--- src/rtl/sensor_poll_pkg.sv ---
// rtl/sensor_poll_pkg.sv - shared constants and helpers for the sensor polling scheduler
package sensor_poll_pkg;

  localparam int STATE_W = 3;

  localparam logic [STATE_W-1:0] ST_IDLE    = 3'd0;
  localparam logic [STATE_W-1:0] ST_SELECT  = 3'd1;
  localparam logic [STATE_W-1:0] ST_SEND    = 3'd2;
  localparam logic [STATE_W-1:0] ST_WAIT_TX = 3'd3;
  localparam logic [STATE_W-1:0] ST_WAIT_RX = 3'd4;
  localparam logic [STATE_W-1:0] ST_CHECK   = 3'd5;
  localparam logic [STATE_W-1:0] ST_REPORT  = 3'd6;

  localparam logic [7:0] ERR_SAT = 8'hFF;

  // Counter/index width for n distinct values, never narrower than one bit.
  function automatic int idx_w(input int n);
    return (n > 2) ? $clog2(n) : 1;
  endfunction

endpackage

--- src/rtl/sensor_poll_if.sv ---
// rtl/sensor_poll_if.sv - UART TX/RX and checksum signals shared with the poll controller
interface sensor_poll_if;
  logic [7:0]  tx_data;
  logic        tx_enable;
  logic        tx_active;
  logic        tx_done;
  logic [15:0] rx_data;
  logic        rx_done;
  logic        crc_ok;

  modport master (
    output tx_data, tx_enable,
    input  tx_active, tx_done, rx_data, rx_done, crc_ok
  );

  modport slave (
    input  tx_data, tx_enable,
    output tx_active, tx_done, rx_data, rx_done, crc_ok
  );
endinterface

--- src/rtl/sensor_rr_pick.sv ---
// rtl/sensor_rr_pick.sv - combinational round-robin picker: first enabled index after ptr
module sensor_rr_pick
  import sensor_poll_pkg::*;
#(
  parameter int NUM_SENSORS = 8,
  parameter int IDX_W       = 3
) (
  input  logic [NUM_SENSORS-1:0] en,
  input  logic [IDX_W-1:0]       ptr,
  output logic [IDX_W-1:0]       idx,
  output logic                   any
);

  logic [IDX_W-1:0] cand;

  // Scan farthest-first so the nearest enabled index after ptr is the last write.
  always_comb begin
    idx  = '0;
    any  = 1'b0;
    cand = '0;
    for (int k = NUM_SENSORS; k >= 1; k--) begin
      cand = IDX_W'((int'(ptr) + k) % NUM_SENSORS);
      if (en[cand]) begin
        idx = cand;
        any = 1'b1;
      end
    end
  end

endmodule

--- src/rtl/sensor_poll_ctrl.sv ---
// rtl/sensor_poll_ctrl.sv - round-robin sensor poller with checksum/timeout retry and result reporting
module sensor_poll_ctrl
  import sensor_poll_pkg::*;
#(
  parameter int NUM_SENSORS    = 8,
  parameter int TIMEOUT_CYCLES = 50000,
  parameter int MAX_RETRY      = 2
) (
  input  logic                   clock,
  input  logic                   reset,
  input  logic                   run,
  input  logic [NUM_SENSORS-1:0] sensor_en,
  sensor_poll_if.master          uart,
  output logic                   busy,
  output logic                   result_valid,
  output logic [7:0]             result_sensor,
  output logic [7:0]             result_data,
  output logic                   result_error,
  output logic [7:0]             err_count
);

  localparam int IDX_W = idx_w(NUM_SENSORS);
  localparam int TMR_W = idx_w(TIMEOUT_CYCLES + 1);
  localparam int RTY_W = idx_w(MAX_RETRY + 1);

  logic [STATE_W-1:0] state;
  logic [IDX_W-1:0]   ptr;
  logic [IDX_W-1:0]   pick_idx;
  logic               pick_any;
  logic [TMR_W-1:0]   timer;
  logic [RTY_W-1:0]   retry;
  logic [7:0]         tx_q;
  logic [7:0]         data_q;
  logic               crc_q;
  logic               timeout;
  logic               unused_ok;

  sensor_rr_pick #(
    .NUM_SENSORS (NUM_SENSORS),
    .IDX_W       (IDX_W)
  ) u_pick (
    .en  (sensor_en),
    .ptr (ptr),
    .idx (pick_idx),
    .any (pick_any)
  );

  // Timer may pass the limit by one when tx_done lands on the last cycle, hence >=.
  assign timeout        = (timer >= TMR_W'(TIMEOUT_CYCLES - 1));
  assign uart.tx_data   = tx_q;
  assign uart.tx_enable = (state == ST_SEND);
  assign busy           = (state != ST_IDLE);
  assign result_valid   = (state == ST_REPORT);
  assign unused_ok      = ^{uart.tx_active, uart.rx_data[15:8]};

  always_ff @(posedge clock) begin
    if (!reset) begin
      state         <= ST_IDLE;
      ptr           <= IDX_W'(NUM_SENSORS - 1);
      timer         <= '0;
      retry         <= '0;
      tx_q          <= '0;
      data_q        <= '0;
      crc_q         <= 1'b0;
      result_sensor <= '0;
      result_data   <= '0;
      result_error  <= 1'b0;
      err_count     <= '0;
    end else begin
      case (state)
        ST_IDLE: begin
          if (run && |sensor_en) state <= ST_SELECT;
        end
        ST_SELECT: begin
          if (pick_any) begin
            ptr   <= pick_idx;
            tx_q  <= 8'(pick_idx);
            retry <= '0;
            state <= ST_SEND;
          end else begin
            state <= ST_IDLE;
          end
        end
        ST_SEND: begin
          timer <= '0;
          state <= ST_WAIT_TX;
        end
        ST_WAIT_TX: begin
          timer <= timer + 1'b1;
          if (uart.tx_done) begin
            state <= ST_WAIT_RX;
          end else if (timeout) begin
            crc_q <= 1'b0;
            state <= ST_CHECK;
          end
        end
        ST_WAIT_RX: begin
          timer <= timer + 1'b1;
          if (uart.rx_done) begin
            data_q <= uart.rx_data[7:0];
            crc_q  <= uart.crc_ok;
            state  <= ST_CHECK;
          end else if (timeout) begin
            crc_q <= 1'b0;
            state <= ST_CHECK;
          end
        end
        ST_CHECK: begin
          if (!crc_q && (retry < RTY_W'(MAX_RETRY))) begin
            retry <= retry + 1'b1;
            state <= ST_SEND;
          end else begin
            result_sensor <= 8'(ptr);
            result_data   <= data_q;
            result_error  <= !crc_q;
            state         <= ST_REPORT;
          end
        end
        ST_REPORT: begin
          if (result_error && (err_count != ERR_SAT)) err_count <= err_count + 8'd1;
          state <= (run && |sensor_en) ? ST_SELECT : ST_IDLE;
        end
        default: state <= ST_IDLE;
      endcase
    end
  end

endmodule

--- src/flat_wrapper.sv ---
// flat-port wrapper written by rule: the top's interface ports become plain ports
module sensor_poll_ctrl_flat import sensor_poll_pkg::*;
#(
  parameter int NUM_SENSORS    = 8,
  parameter int TIMEOUT_CYCLES = 50000,
  parameter int MAX_RETRY      = 2
)
  (clock, reset, run, sensor_en, busy, result_valid, result_sensor, result_data, result_error, err_count, uart_tx_data, uart_tx_enable, uart_tx_active, uart_tx_done, uart_rx_data, uart_rx_done, uart_crc_ok);
  sensor_poll_if uart_i ();
  input  logic clock;
  input  logic reset;
  input  logic run;
  input  logic [NUM_SENSORS-1:0] sensor_en;
  output logic busy;
  output logic result_valid;
  output logic [7:0] result_sensor;
  output logic [7:0] result_data;
  output logic result_error;
  output logic [7:0] err_count;
  output wire logic [$bits(uart_i.tx_data)-1:0] uart_tx_data;
  output wire logic [$bits(uart_i.tx_enable)-1:0] uart_tx_enable;
  input wire logic [$bits(uart_i.tx_active)-1:0] uart_tx_active;
  input wire logic [$bits(uart_i.tx_done)-1:0] uart_tx_done;
  input wire logic [$bits(uart_i.rx_data)-1:0] uart_rx_data;
  input wire logic [$bits(uart_i.rx_done)-1:0] uart_rx_done;
  input wire logic [$bits(uart_i.crc_ok)-1:0] uart_crc_ok;
  assign uart_tx_data = uart_i.tx_data;
  assign uart_tx_enable = uart_i.tx_enable;
  assign uart_i.tx_active = uart_tx_active;
  assign uart_i.tx_done = uart_tx_done;
  assign uart_i.rx_data = uart_rx_data;
  assign uart_i.rx_done = uart_rx_done;
  assign uart_i.crc_ok = uart_crc_ok;
  sensor_poll_ctrl #(.NUM_SENSORS(NUM_SENSORS), .TIMEOUT_CYCLES(TIMEOUT_CYCLES), .MAX_RETRY(MAX_RETRY)) u_core (.clock(clock), .reset(reset), .run(run), .sensor_en(sensor_en), .uart(uart_i), .busy(busy), .result_valid(result_valid), .result_sensor(result_sensor), .result_data(result_data), .result_error(result_error), .err_count(err_count));
endmodule
--- config.mk ---
export PLATFORM = sky130hd
export DESIGN_NAME = sensor_poll_ctrl_flat
export DESIGN_NICKNAME = d
export VERILOG_FILES = /design/src/rtl/sensor_poll_pkg.sv /design/src/rtl/sensor_poll_if.sv /design/src/rtl/sensor_rr_pick.sv /design/src/rtl/sensor_poll_ctrl.sv /design/src/flat_wrapper.sv
export SDC_FILE = /design/constraint.sdc
export NUM_CORES = 1
export LEC_CHECK = 0
export ABC_AREA = 1
export CAP_MARGIN = 20
export CORE_AREA = 2 2 76 78
export DETAILED_ROUTE_END_ITERATION = 8
export DIE_AREA = 0 0 78 80
export DONT_BUFFER_PORTS = 1
export PLACE_DENSITY = 0.82
export SYNTH_ARGS = -nofsm -noshare
export SYNTH_HDL_FRONTEND = slang
export SYNTH_HIERARCHICAL = 1
export SYNTH_SLANG_ARGS = --single-unit
--- constraint.sdc ---
create_clock -name clock -period 2.6 [get_ports clock]
set_clock_uncertainty 0.05 [all_clocks]
set_input_delay 0.78 -clock clock [delete_from_list [all_inputs] [get_ports clock]]
set_output_delay 0.78 -clock clock [all_outputs]
set_load 0.03 [all_outputs]
==> results.txt <==
The run finished with clean final reports. The setup slack on the worst flop-to-flop path came out at 0.18 ns. The floorplan step set the die height to about 80 um. Ranked by total cell area, the synthesized netlist is headed by sky130_fd_sc_hd__dfxtp_1, sky130_fd_sc_hd__nand2_1, sky130_fd_sc_hd__a21oi_1. The aggregate global routing overflow came out at 0. In the final routed layout, each cell accounts on average for about 13 um.

The final setup TNS is 0 ns. The startpoint identified for the worst hold timing path is u_core/data_q[1]. Detailed routing inserted a total of ~3,100 vias. The core region is 5405 um^2.

The detailed-route DRC error count came out at 0. Buffers placed on the I/O ports in this run total 0. In the synthesized netlist, the cells that appear most often are sky130_fd_sc_hd__nand2_1, sky130_fd_sc_hd__dfxtp_1, sky130_fd_sc_hd__nor2_1, sky130_fd_sc_hd__a21oi_1, sky130_fd_sc_hd__nand3_1. The tool flagged a number of max-cap violations equal to 0. The count of inserted antenna diode cells came out at 0. The first global-routing pass estimated between 10,000 and 15,000 um of wire. The initial antenna violation count was 0. The maximum net fanout on the critical path came out at 7. The startpoint identified for the worst register-to-register timing path is u_core/ptr[0].

The TritonCTS clock tree is built. The depth of the worst hold-timing path came out at 2. Data arrives at the worst endpoint at around 2.6 ns. Using the TritonRoute via totals, the vias-per-cell ratio works out to between 5 and 6. The count of distinct cell types in the synthesized netlist came out at 42. The clock passes through at most 2 buffers. The most common flop cell mapped by yosys is sky130_fd_sc_hd__dfxtp_1. The synthesized design contains 0 enable-type register cells. At the worst endpoint, the required time is about 2.8 ns. The transition time of the tightest slew-check pin is about 0.76 ns.

The part of the power in the clock network came out at between 20% and 30%. Of the total power, the share spent switching nets is about two fifths. The fmax came out at just over 400 MHz. The register area share after synthesis is approximately a third. The count of mapped cells out of synthesis came out at 490. The number of DRC markers after the initial detailed-route iteration came out at ~160. The average size of a mapped cell came out at slightly below 7 um^2. The number of post-CTS setup repair buffers came out at 0. The number of cells traversed by the worst register-to-register path came out at 13. The critical path in this run is classified as flip-flop to flip-flop. The endpoint identified for the worst register-to-register timing path is u_core/uart.tx_data[2].

The most common cell in the synthesized netlist is sky130_fd_sc_hd__nand2_1. The maximum number of pins on one net before global-route repair is 39. The post-synth design cell area came out at between 3000 and 4000 um^2. The via count of the first global-routing pass is roughly 2,900.

The share of total power in sequential cells came out at about two fifths. The clock latency on the worst-skew pair is ~0.31 ns. The final setup violation count is 0.

The number of levels the H-tree was split into came out at 2. The number of max-slew violations in the final report is 0. The combinational cell fraction of total power is between 40% and 50%. The sum of routed wire length over all layers is between 7000 and 8000 um.

Once the floorplan was initialized, standard cells occupied 62.80% of the core. The share of flip-flops with an asynchronous set or reset is 0%. The leakage power of the design is 1.466 nW. The final design instance area without fill came out at ~3500 um^2. The reported net switching power came out at just under 0.001 W. The area growth from synthesis to layout is 1.880%. Clock tree synthesis selected as its root buffer the cell sky130_fd_sc_hd__clkbuf_8. The cell area after placement came out at between 3000 and 4000 um^2. The worst-case vdd ir drop is approximately 0.00041 V. The overall fraction of global-route tracks in use came out at between 20% and 30%. The count of filler cells inserted in the layout is 508. In this run the remaining antenna-violating nets after routing total 0. Of the post-synthesis cell area, the dominant cell type holds approximately a third. The share of cells above drive strength 1 came out at roughly an eighth. The worst setup path is launched from a flip-flop. The clock-pin slew of the registers on the worst-case setup and hold paths is around 0.10 ns. The kind of path behind the tightest hold check is flip-flop to flip-flop. The hold buffer count at CTS came out at 0.

The die extent in x came out at a little under 80 um. The design internal power is between 0.001 and 0.0015 W. The number of clock buffers inserted by TritonCTS is 5. The power density over the cells is ~690 nW/um^2. The path with the worst hold slack has its endpoint at u_core/result_data[1].

Setup repair after global routing left no endpoint under its margin. Subtracting the final worst setup slack from the clock period gives ~2.4 ns. The final HPWL from detailed placement is 5377 um. The full die area is roughly 6200 um^2. The final layout net count came out at roughly 520. The cell row count came out at 27. The total number of yosys warnings came out at 6. The final weighted congestion in routability-driven placement is around 0.88. Summed over all instances, the cell type with the most area after synthesis is sky130_fd_sc_hd__dfxtp_1.

The worst-case headroom to the max-slew limit came out at about half. The I/O pin count came out at 67. Synthesis inferred 56 register bits. Clock tree synthesis found a total of between 50 and 60 sinks. The final-report hold violation count was 0. The count of TritonRoute iterations in the first routing pass came out at 5.

The category of the worst setup path capture point is a flip-flop. The ratio of final minimum period to clock period came out at between 90% and 100%.
[sequential cells by signal, summed over array words and instances (netlist names), 3 cells and up]
name,flops
u_core/data_q,8
u_core/err_count,8
u_core/ptr,3
u_core/result_data,8
u_core/result_sensor,3
u_core/state,3
u_core/timer,16
u_core/uart.tx_data,3
[worst max-delay path by stage]
stage	start	endpoint	slack, ns
floorplan	u_core/ptr[0]	u_core/uart.tx_data[0]	0.20
global placement	sensor_en[5]	u_core/uart.tx_data[0]	0.17
detailed placement	u_core/ptr[0]	u_core/ptr[1]	0.12
CTS	u_core/ptr[0]	u_core/retry[1]	0.06
global route	u_core/ptr[0]	u_core/retry[1]	0.02
finish	u_core/ptr[0]	u_core/uart.tx_data[2]	0.18
[through the flow]
stage	utilization (%)	power, W	setup slack, ns	hold slack, ns	instances
floorplan	-	0.001771	0.2008	0.3791	499
global placement	62.20	0.001864	0.1732	0.3863	553
detailed placement	62.20	0.001898	0.1178	0.3943	553
CTS	63.89	0.002385	0.05654	0.4097	561
global route	63.98	0.002543	0.01682	0.4362	561
finish	63.98	0.002388	0.1849	0.4078	561
[cell type report]
type	instances	area (um^2)	share of cell area [%]
inverter	44	170.2	4.920
clock inverter	3	22.52	0.6512
clock buffer	5	68.82	1.990
sequential	56	1121	32.42
timing repair buffer	5	37.54	1.085
tap	72	90.09	2.605
multi-input combinational	376	1948	56.33
[cell families after synthesis]
group                      share of synthesized area [%]
and+or+nand+nor                                    37.74
AOI/OAI and AO/OA                                  14.63
buffers and inverters                              10.73
DFF                                                33.03
xor gates and xnor gates                           2.285
adders and majority gates                          1.474
other                                             0.1105
[critical path, cell delays in order (launching register included)]
cell	delay, ns
sky130_fd_sc_hd__dfxtp_1	0.39
sky130_fd_sc_hd__inv_4	0.04
sky130_fd_sc_hd__ha_1	0.35
sky130_fd_sc_hd__inv_2	0.15
sky130_fd_sc_hd__nand3_1	0.12
sky130_fd_sc_hd__nand3_1	0.14
sky130_fd_sc_hd__nand2_1	0.15
sky130_fd_sc_hd__nor4_1	0.25
sky130_fd_sc_hd__nand4_1	0.14
sky130_fd_sc_hd__nand2_1	0.11
sky130_fd_sc_hd__nor2_2	0.08
sky130_fd_sc_hd__inv_1	0.16
sky130_fd_sc_hd__nand2_1	0.07
sky130_fd_sc_hd__a21oi_1	0.13
[what timing repair did]
action,4_1_cts,5_1_grt
setup endpoints to repair,0,8
resized for setup,0,3
endpoints found under the hold margin,0,0
[power by group through the flow]
stage / registers, W / clock network (W) / logic (W)
floorplan: 0.000949 / 0 / 0.000821
global placement: 0.000962 / 0 / 0.000902
detailed placement: 0.000963 / 0 / 0.000935
CTS: 0.000944 / 0.000503 / 0.000939
global route: 0.000949 / 0.000533 / 0.00106
finish: 0.000944 / 0.000488 / 0.000957
[routing by layer]
layer	GRT usage, %	vias to the layer above	routed length (um)	part of all wire, %
met5	0	-	0	0
met1	29.96	1448	3183	44
li1	-	1591	-	-
met3	5.317	9	421	5.8
met4	8.246	0	112	1.5
met2	43.62	83	3584	49
[cell usage in the layout (no fill, tap or decap), types with 3 or more instances in the layout]
cell                       count
sky130_fd_sc_hd__a21oi_1      48
sky130_fd_sc_hd__buf_4         5
sky130_fd_sc_hd__clkbuf_8      5
sky130_fd_sc_hd__conb_1       10
sky130_fd_sc_hd__dfxtp_1      56
sky130_fd_sc_hd__ha_1          4
sky130_fd_sc_hd__inv_1        36
sky130_fd_sc_hd__inv_2         5
sky130_fd_sc_hd__nand2_1     111
sky130_fd_sc_hd__nand2_2       5
sky130_fd_sc_hd__nand2_4       8
sky130_fd_sc_hd__nand3_1      45
sky130_fd_sc_hd__nand3_2      16
sky130_fd_sc_hd__nand4_1       3
sky130_fd_sc_hd__nor2_1       51
sky130_fd_sc_hd__nor2_2        7
sky130_fd_sc_hd__nor3_1        8
sky130_fd_sc_hd__o21ai_0      30
sky130_fd_sc_hd__o21ai_1       3
sky130_fd_sc_hd__o21bai_1      4
sky130_fd_sc_hd__xnor2_1       4
sky130_fd_sc_hd__xor2_1        3
(Power assumes the default switching activity.)
